===== src/rtl/axi4_pkg.sv =====
// Shared response codes, master state encoding and 4 KB boundary helper for axi4_burst_master.
package axi4_pkg;

    localparam logic [1:0]  RESP_OKAY   = 2'b00;
    localparam logic [1:0]  RESP_SLVERR = 2'b10;
    localparam logic [31:0] BOUNDARY_4K = 32'h0000_1000;

    typedef enum logic [2:0] {
        ST_IDLE,
        ST_AW,
        ST_W,
        ST_B,
        ST_AR,
        ST_R,
        ST_DONE
    } mst_state_e;

    // True when a burst starting at addr_lo would run past the end of its 4 KB page.
    function automatic logic crosses_4k(input logic [11:0] addr_lo,
                                        input logic [7:0]  len,
                                        input logic [2:0]  size);
        logic [31:0] span;
        span = (32'(len) + 32'd1) << size;
        return (32'(addr_lo) + span) > BOUNDARY_4K;
    endfunction

endpackage


===== src/rtl/axi4_burst_master.sv =====
// Single-outstanding AXI4 burst master: one command in, one AXI burst out, one completion pulse.
// Build option AXI4_MASTER_BOUNDARY_CHECK_EN rejects bursts that would cross a 4 KB page.
module axi4_burst_master
    import axi4_pkg::*;
#(
    parameter int DATA_WIDTH = 32,
    parameter int ADDR_WIDTH = 16
) (
    input  logic                  ACLK,
    input  logic                  ARESETn,
    input  logic                  cmd_valid,
    output logic                  cmd_ready,
    input  logic                  cmd_write,
    input  logic [ADDR_WIDTH-1:0] cmd_addr,
    input  logic [7:0]            cmd_len,
    input  logic [2:0]            cmd_size,
    input  logic                  wr_valid,
    output logic                  wr_ready,
    input  logic [DATA_WIDTH-1:0] wr_data,
    output logic                  rd_valid,
    input  logic                  rd_ready,
    output logic [DATA_WIDTH-1:0] rd_data,
    output logic                  rd_last,
    output logic                  done,
    output logic [1:0]            done_resp,
    output logic [ADDR_WIDTH-1:0] AWADDR,
    output logic [7:0]            AWLEN,
    output logic [2:0]            AWSIZE,
    output logic                  AWVALID,
    input  logic                  AWREADY,
    output logic [DATA_WIDTH-1:0] WDATA,
    output logic                  WLAST,
    output logic                  WVALID,
    input  logic                  WREADY,
    input  logic [1:0]            BRESP,
    input  logic                  BVALID,
    output logic                  BREADY,
    output logic [ADDR_WIDTH-1:0] ARADDR,
    output logic [7:0]            ARLEN,
    output logic [2:0]            ARSIZE,
    output logic                  ARVALID,
    input  logic                  ARREADY,
    input  logic [DATA_WIDTH-1:0] RDATA,
    input  logic [1:0]            RRESP,
    input  logic                  RLAST,
    input  logic                  RVALID,
    output logic                  RREADY
);

    localparam logic [2:0] MAX_SIZE = 3'($clog2(DATA_WIDTH / 8));

    mst_state_e            state_q;
    logic [ADDR_WIDTH-1:0] addr_q;
    logic [7:0]            len_q;
    logic [7:0]            beat_cnt_q;
    logic [2:0]            size_q;
    logic                  awvalid_q;
    logic                  arvalid_q;
    logic                  drain_q;
    logic                  rd_err_q;
    logic [1:0]            done_resp_q;

    logic in_w, in_r, last_beat, w_fire, r_fire, r_term, r_bad, bnd_reject;
    logic unused_rresp0;

`ifdef AXI4_MASTER_BOUNDARY_CHECK_EN
    assign bnd_reject = crosses_4k(cmd_addr[11:0], cmd_len, cmd_size);
`else
    assign bnd_reject = 1'b0;
`endif

    assign in_w      = (state_q == ST_W);
    assign in_r      = (state_q == ST_R);
    assign last_beat = (beat_cnt_q == len_q);
    // A rejected write still consumes its beats so the producer stays aligned with the next command.
    assign w_fire    = in_w && wr_valid && (drain_q || WREADY);
    assign r_fire    = in_r && RVALID && rd_ready;
    assign r_term    = RLAST || last_beat || RRESP[1];
    assign r_bad     = rd_err_q || RRESP[1] || (RLAST && !last_beat);
    assign unused_rresp0 = RRESP[0];

    assign cmd_ready = ARESETn && (state_q == ST_IDLE);
    assign wr_ready  = in_w && (drain_q || WREADY);
    assign WVALID    = in_w && !drain_q && wr_valid;
    assign WDATA     = wr_data;
    assign WLAST     = in_w && !drain_q && last_beat;
    assign BREADY    = (state_q == ST_B);
    assign RREADY    = in_r && rd_ready;
    assign rd_valid  = in_r && RVALID;
    assign rd_data   = RDATA;
    assign rd_last   = in_r && RVALID && r_term;
    assign done      = (state_q == ST_DONE);
    assign done_resp = done_resp_q;

    assign AWADDR  = addr_q;
    assign AWLEN   = len_q;
    assign AWSIZE  = size_q;
    assign AWVALID = awvalid_q;
    assign ARADDR  = addr_q;
    assign ARLEN   = len_q;
    assign ARSIZE  = size_q;
    assign ARVALID = arvalid_q;

    always_ff @(posedge ACLK or negedge ARESETn) begin
        if (!ARESETn) begin
            state_q     <= ST_IDLE;
            addr_q      <= '0;
            len_q       <= '0;
            size_q      <= '0;
            beat_cnt_q  <= '0;
            awvalid_q   <= 1'b0;
            arvalid_q   <= 1'b0;
            drain_q     <= 1'b0;
            rd_err_q    <= 1'b0;
            done_resp_q <= RESP_OKAY;
        end else begin
            case (state_q)
                ST_IDLE: begin
                    if (cmd_valid) begin
                        addr_q      <= cmd_addr;
                        len_q       <= cmd_len;
                        size_q      <= cmd_size;
                        beat_cnt_q  <= '0;
                        drain_q     <= 1'b0;
                        rd_err_q    <= 1'b0;
                        done_resp_q <= RESP_OKAY;
                        if (cmd_size > MAX_SIZE) begin
                            done_resp_q <= RESP_SLVERR;
                            state_q     <= ST_DONE;
                        end else if (bnd_reject) begin
                            drain_q <= cmd_write;
                            state_q <= cmd_write ? ST_W : ST_DONE;
                            if (!cmd_write) done_resp_q <= RESP_SLVERR;
                        end else if (cmd_write) begin
                            awvalid_q <= 1'b1;
                            state_q   <= ST_AW;
                        end else begin
                            arvalid_q <= 1'b1;
                            state_q   <= ST_AR;
                        end
                    end
                end
                ST_AW: begin
                    if (AWREADY) begin
                        awvalid_q <= 1'b0;
                        state_q   <= ST_W;
                    end
                end
                ST_W: begin
                    if (w_fire) begin
                        if (last_beat) begin
                            state_q <= drain_q ? ST_DONE : ST_B;
                            if (drain_q) done_resp_q <= RESP_SLVERR;
                        end else begin
                            beat_cnt_q <= beat_cnt_q + 8'd1;
                        end
                    end
                end
                ST_B: begin
                    if (BVALID) begin
                        done_resp_q <= BRESP;
                        state_q     <= ST_DONE;
                    end
                end
                ST_AR: begin
                    if (ARREADY) begin
                        arvalid_q <= 1'b0;
                        state_q   <= ST_R;
                    end
                end
                ST_R: begin
                    if (r_fire) begin
                        beat_cnt_q <= beat_cnt_q + 8'd1;
                        rd_err_q   <= rd_err_q | RRESP[1];
                        if (r_term) begin
                            done_resp_q <= r_bad ? RESP_SLVERR : RESP_OKAY;
                            state_q     <= ST_DONE;
                        end
                    end
                end
                ST_DONE: state_q <= ST_IDLE;
                default: state_q <= ST_IDLE;
            endcase
        end
    end

endmodule


===== config.mk =====
export PLATFORM = sky130hd
export DESIGN_NAME = axi4_burst_master
export DESIGN_NICKNAME = d
export VERILOG_FILES = /design/src/rtl/axi4_pkg.sv /design/src/rtl/axi4_burst_master.sv
export SDC_FILE = /design/constraint.sdc
export NUM_CORES = 1
export LEC_CHECK = 0
export CAP_MARGIN = 20
export CORE_MARGIN = 10
export CORE_UTILIZATION = 35
export CTS_CLUSTER_DIAMETER = 50
export DETAILED_ROUTE_END_ITERATION = 6
export GPL_ROUTABILITY_DRIVEN = 0
export PLACE_DENSITY = 0.85
export SLEW_MARGIN = 20
export SYNTH_ARGS = -nofsm -noshare
export SYNTH_HDL_FRONTEND = slang
export SYNTH_SLANG_ARGS = --single-unit

===== constraint.sdc =====
create_clock -name ACLK -period 4.25 [get_ports ACLK]
set_input_delay 0.425 -clock ACLK [delete_from_list [all_inputs] [get_ports ACLK]]
set_output_delay 0.425 -clock ACLK [all_outputs]
set_load 0.02 [all_outputs]

==> out/results.txt <==
After detailed placement, the total cell area comes to 3408 µm². By area the synthesized netlist is led by sky130_fd_sc_hd__dfrtp_1 37%, sky130_fd_sc_hd__buf_4 24%, sky130_fd_sc_hd__mux2_1 6.1%. In this run the static leakage power is 0.001399 µW. The run gives 2 as the maximum clock path buffer count. After technology mapping, the gate count stands at 287.

The run gives 0 as the final antenna diode count. Of all nets on the critical path, the largest fanout is 21. Final instance count without filler cells: 408. The min-delay analysis places its worst path in the category in2async. The run gives 0 as the residual antenna-violating net count after detailed routing. The checks that failed: DRC. The full die area is 12440 µm². Of all cell types, the one taking the most synthesized area is sky130_fd_sc_hd__dfrtp_1.

Clock-pin slew was measured on the worst setup and hold paths at 0.08 ns. After synthesis the netlist holds a flip-flop and latch count of 43. Entering global routing, the biggest net connects 45 pins. Dividing the detail-routed via count by the number of cells gives 5.012. In the final timing run, aggregate negative setup slack is 0 ns. The slew at the pin closest to its max-slew limit was 0.8108 ns; the combinational group share of total power was 59.0%. Of the synthesized area, sequential elements account for 36.71%. The data required time at the worst endpoint was 3.83 ns.

For the total core area, the log shows 8175 µm². The cell area that synthesis handed to floorplanning was 2932 µm². The final number of setup-violating endpoints came out at 0. In the final layout, the share of cells above drive strength 1 is 9.901%.

The clock network is responsible for 10.2% of the overall power. Most common cell after layout, fill and taps aside: sky130_fd_sc_hd__clkdlybuf4s50_1. The area overhead of the layout relative to synthesis was 19.68%; the number of gates resized after cts was 0. The maximum vdd ir drop is 0.3453 mV, and the synthesized net count is 395.

For the internal power contribution, the log shows 1595 µW. The run gives 1 as the number of remaining DRC errors. The switching share of power was 42.53%. Clock tree synthesis selected as its root buffer the cell sky130_fd_sc_hd__clkbuf_8. Summed over all nets, the switching power comes to 1181 µW.

The worst setup path is launched from a register. The number of antenna violations at the first check in global routing is 0. The run gives 0 as the number of hold violations in the final report.

The global-route wire length before repair came out at 11500 µm. The design draws 2776 µW. The most frequently used flop master after synthesis is sky130_fd_sc_hd__dfrtp_1.

The run gives 770 as the number of fill cells. Post-CTS timing repair inserted 0 buffers for setup. The via count of the first global-routing pass was 2196. Input and output buffers added on the ports amount to 108.

The die outline height was 111.5 µm. For this block, the initial DRC count from the detailed router was 102. After the last flow step, the layout net total stands at 410. In this run the mean area of a mapped cell was 10.21 µm². The final critical delay including setup and external delays came out at 3.032 ns.

The post-layout utilization of the core is 42.91%. The floorplan step set the die width to 111.5 µm. The flow ran to the end, but the final reports show violations. Clock latency on the worst-skew pair: 0.29 ns. Across the run, the number of max-cap violations was 0.

The number of buffers inserted for hold repair after clock tree synthesis was 0. Yosys mapped a number of flops with a built-in enable equal to 0. Once layout is done, the placed cells without fillers occupy 3508 µm². In the layout the commonest cells are 107 x sky130_fd_sc_hd__clkdlybuf4s50_1, 43 x sky130_fd_sc_hd__dfrtp_1, 16 x sky130_fd_sc_hd__mux2_1. For this run, the top clock speed supported by timing is 0.3298 GHz. Starting density of the core: 35.86%. In this run the count of I/O pins placed on the die edge is 238. Counting every sink on the clock net gives 43. Number of placement rows: 33. The cell count after placement was 400; the proportion of synthesized flip-flops having asynchronous set or reset was 100.0%. STA classifies the critical path endpoint as an output pin. For this run, the detailed router's first-pass iteration total came to 7. Clock skew on the completed layout was measured at 0.005376 ns. Data arrives at the worst endpoint at 2.61 ns. Of the total power, registers draw 30.7%.

The final route contains 2045 vias. For this design the ratio of total power to cell area is 791.2 nW/µm². For this run, the total global-route usage over all layers was measured as 10.95%. The area share of the leading cell type in the synthesized netlist works out to 36.71%. The unique cell type count in the Yosys netlist came out at 51. The run gives 0 as the max-slew violation count. The total CTS buffers is 5, and the post-detailed-route wirelength per cell is 17.66 µm. The number of H-tree levels was 2. Final global-route overflow total: 0. For the relative slew slack, the log shows 45.72%. Once detailed placement completed, the half-perimeter wirelength came to 5828 µm.

TritonCTS built the clock tree. The final worst-path cycle share was 71.34%. Setup repair after global routing left no endpoint under its margin. The worst setup path is of the reg2out kind. The synthesis warning total is 0. For this block, the routed nets add up to 7204 µm of wire.
[cell usage after synthesis (3+ instances only)]
cell and count:
sky130_fd_sc_hd__a21o_1 3, sky130_fd_sc_hd__o2bb2ai_1 5, sky130_fd_sc_hd__xnor2_1 8, sky130_fd_sc_hd__o21ai_1 3, sky130_fd_sc_hd__inv_1 4, sky130_fd_sc_hd__nand4_1 3
sky130_fd_sc_hd__a21oi_1 9, sky130_fd_sc_hd__and2_1 6, sky130_fd_sc_hd__and3_1 6, sky130_fd_sc_hd__o31ai_1 4, sky130_fd_sc_hd__buf_2 6, sky130_fd_sc_hd__nand2_1 9
sky130_fd_sc_hd__nand3_1 3, sky130_fd_sc_hd__buf_4 93, sky130_fd_sc_hd__nor2_1 9, sky130_fd_sc_hd__mux2_1 16, sky130_fd_sc_hd__a31oi_1 5, sky130_fd_sc_hd__dfrtp_1 43
sky130_fd_sc_hd__mux2_2 13
[layout make-up]
cell class	instances	area, µm²	area share, %
clock buffer	8	100.1	2.853
inverter	4	15.01	0.4280
multi-input combinational	138	1095	31.21
sequential	43	1076	30.67
tap	105	131.4	3.745
timing repair buffer	110	1091	31.10
[per-stage QoR]
step,setup slack [ns],hold WS (ns)
detailed placement,1.530,0.4888
floorplan,2.186,0.1294
finish,1.218,0.2025
CTS,1.196,0.2175
global placement,1.596,0.4838
global route,1.049,0.2407
[power groups by stage]
| stage | clock, µW | sequential (µW) | combinational (µW) |
|---|---|---|---|
| 6_report | 284 | 853 | 1640 |
| 5_1_grt | 309 | 891 | 1760 |
| 4_1_cts | 295 | 856 | 1670 |
| 3_5_place_dp | 0 | 861 | 1660 |
| 3_3_place_gp | 0 | 852 | 1630 |
| 2_1_floorplan | 0 | 934 | 1070 |
[routing by layer]
metal,track usage (%),part of all wire [%],vias up
met2,19.11,50,115
met1,10.80,36,969
met4,4.970,2.9,0
met3,5.260,11,27
li1,-,-,934
met5,0,0,-
[registers in the layout, summed over array words and instances (netlist names)]
register and cells:
ARADDR 16, ARLEN 8, beat_cnt_q 8, ARSIZE 3, state_q 3, done_resp 2, ARVALID 1, AWVALID 1
rd_err_q 1
[worst max-delay path: stages, from the launching register on]
cell and delay, ns:
sky130_fd_sc_hd__dfrtp_1 0.83, sky130_fd_sc_hd__and3b_1 0.47, sky130_fd_sc_hd__and2_1 0.19, sky130_fd_sc_hd__a21boi_0 0.19
sky130_fd_sc_hd__clkdlybuf4s50_1 0.63
[logic make-up after synthesis]
group	synth area share (%)
AND/OR/NAND/NOR	10.03
adder cells (fa/ha/maj)	0.4267
flip-flops	36.71
buffers and inverters	26.25
AO/OA/AOI/OAI	12.16
XOR/XNOR	2.945
multiplexers	11.48
[worst paths after layout]
check	from	endpoint	slack [ns]	cells past startpoint
worst max-delay path	state_q[0]	rd_last	1.22	4
worst min-delay path	ARESETn	ARSIZE[1]	0.20	2
worst max register to register	state_q[0]	done_resp[0]	1.74	5
worst min register to register	done_resp[0]	done_resp[0]	0.51	1
max in group asynchronous	ARESETn	ARADDR[2]	3.67	2
min in group ACLK	done_resp[0]	done_resp[0]	0.51	1
Power figures use the tool's default switching activity.
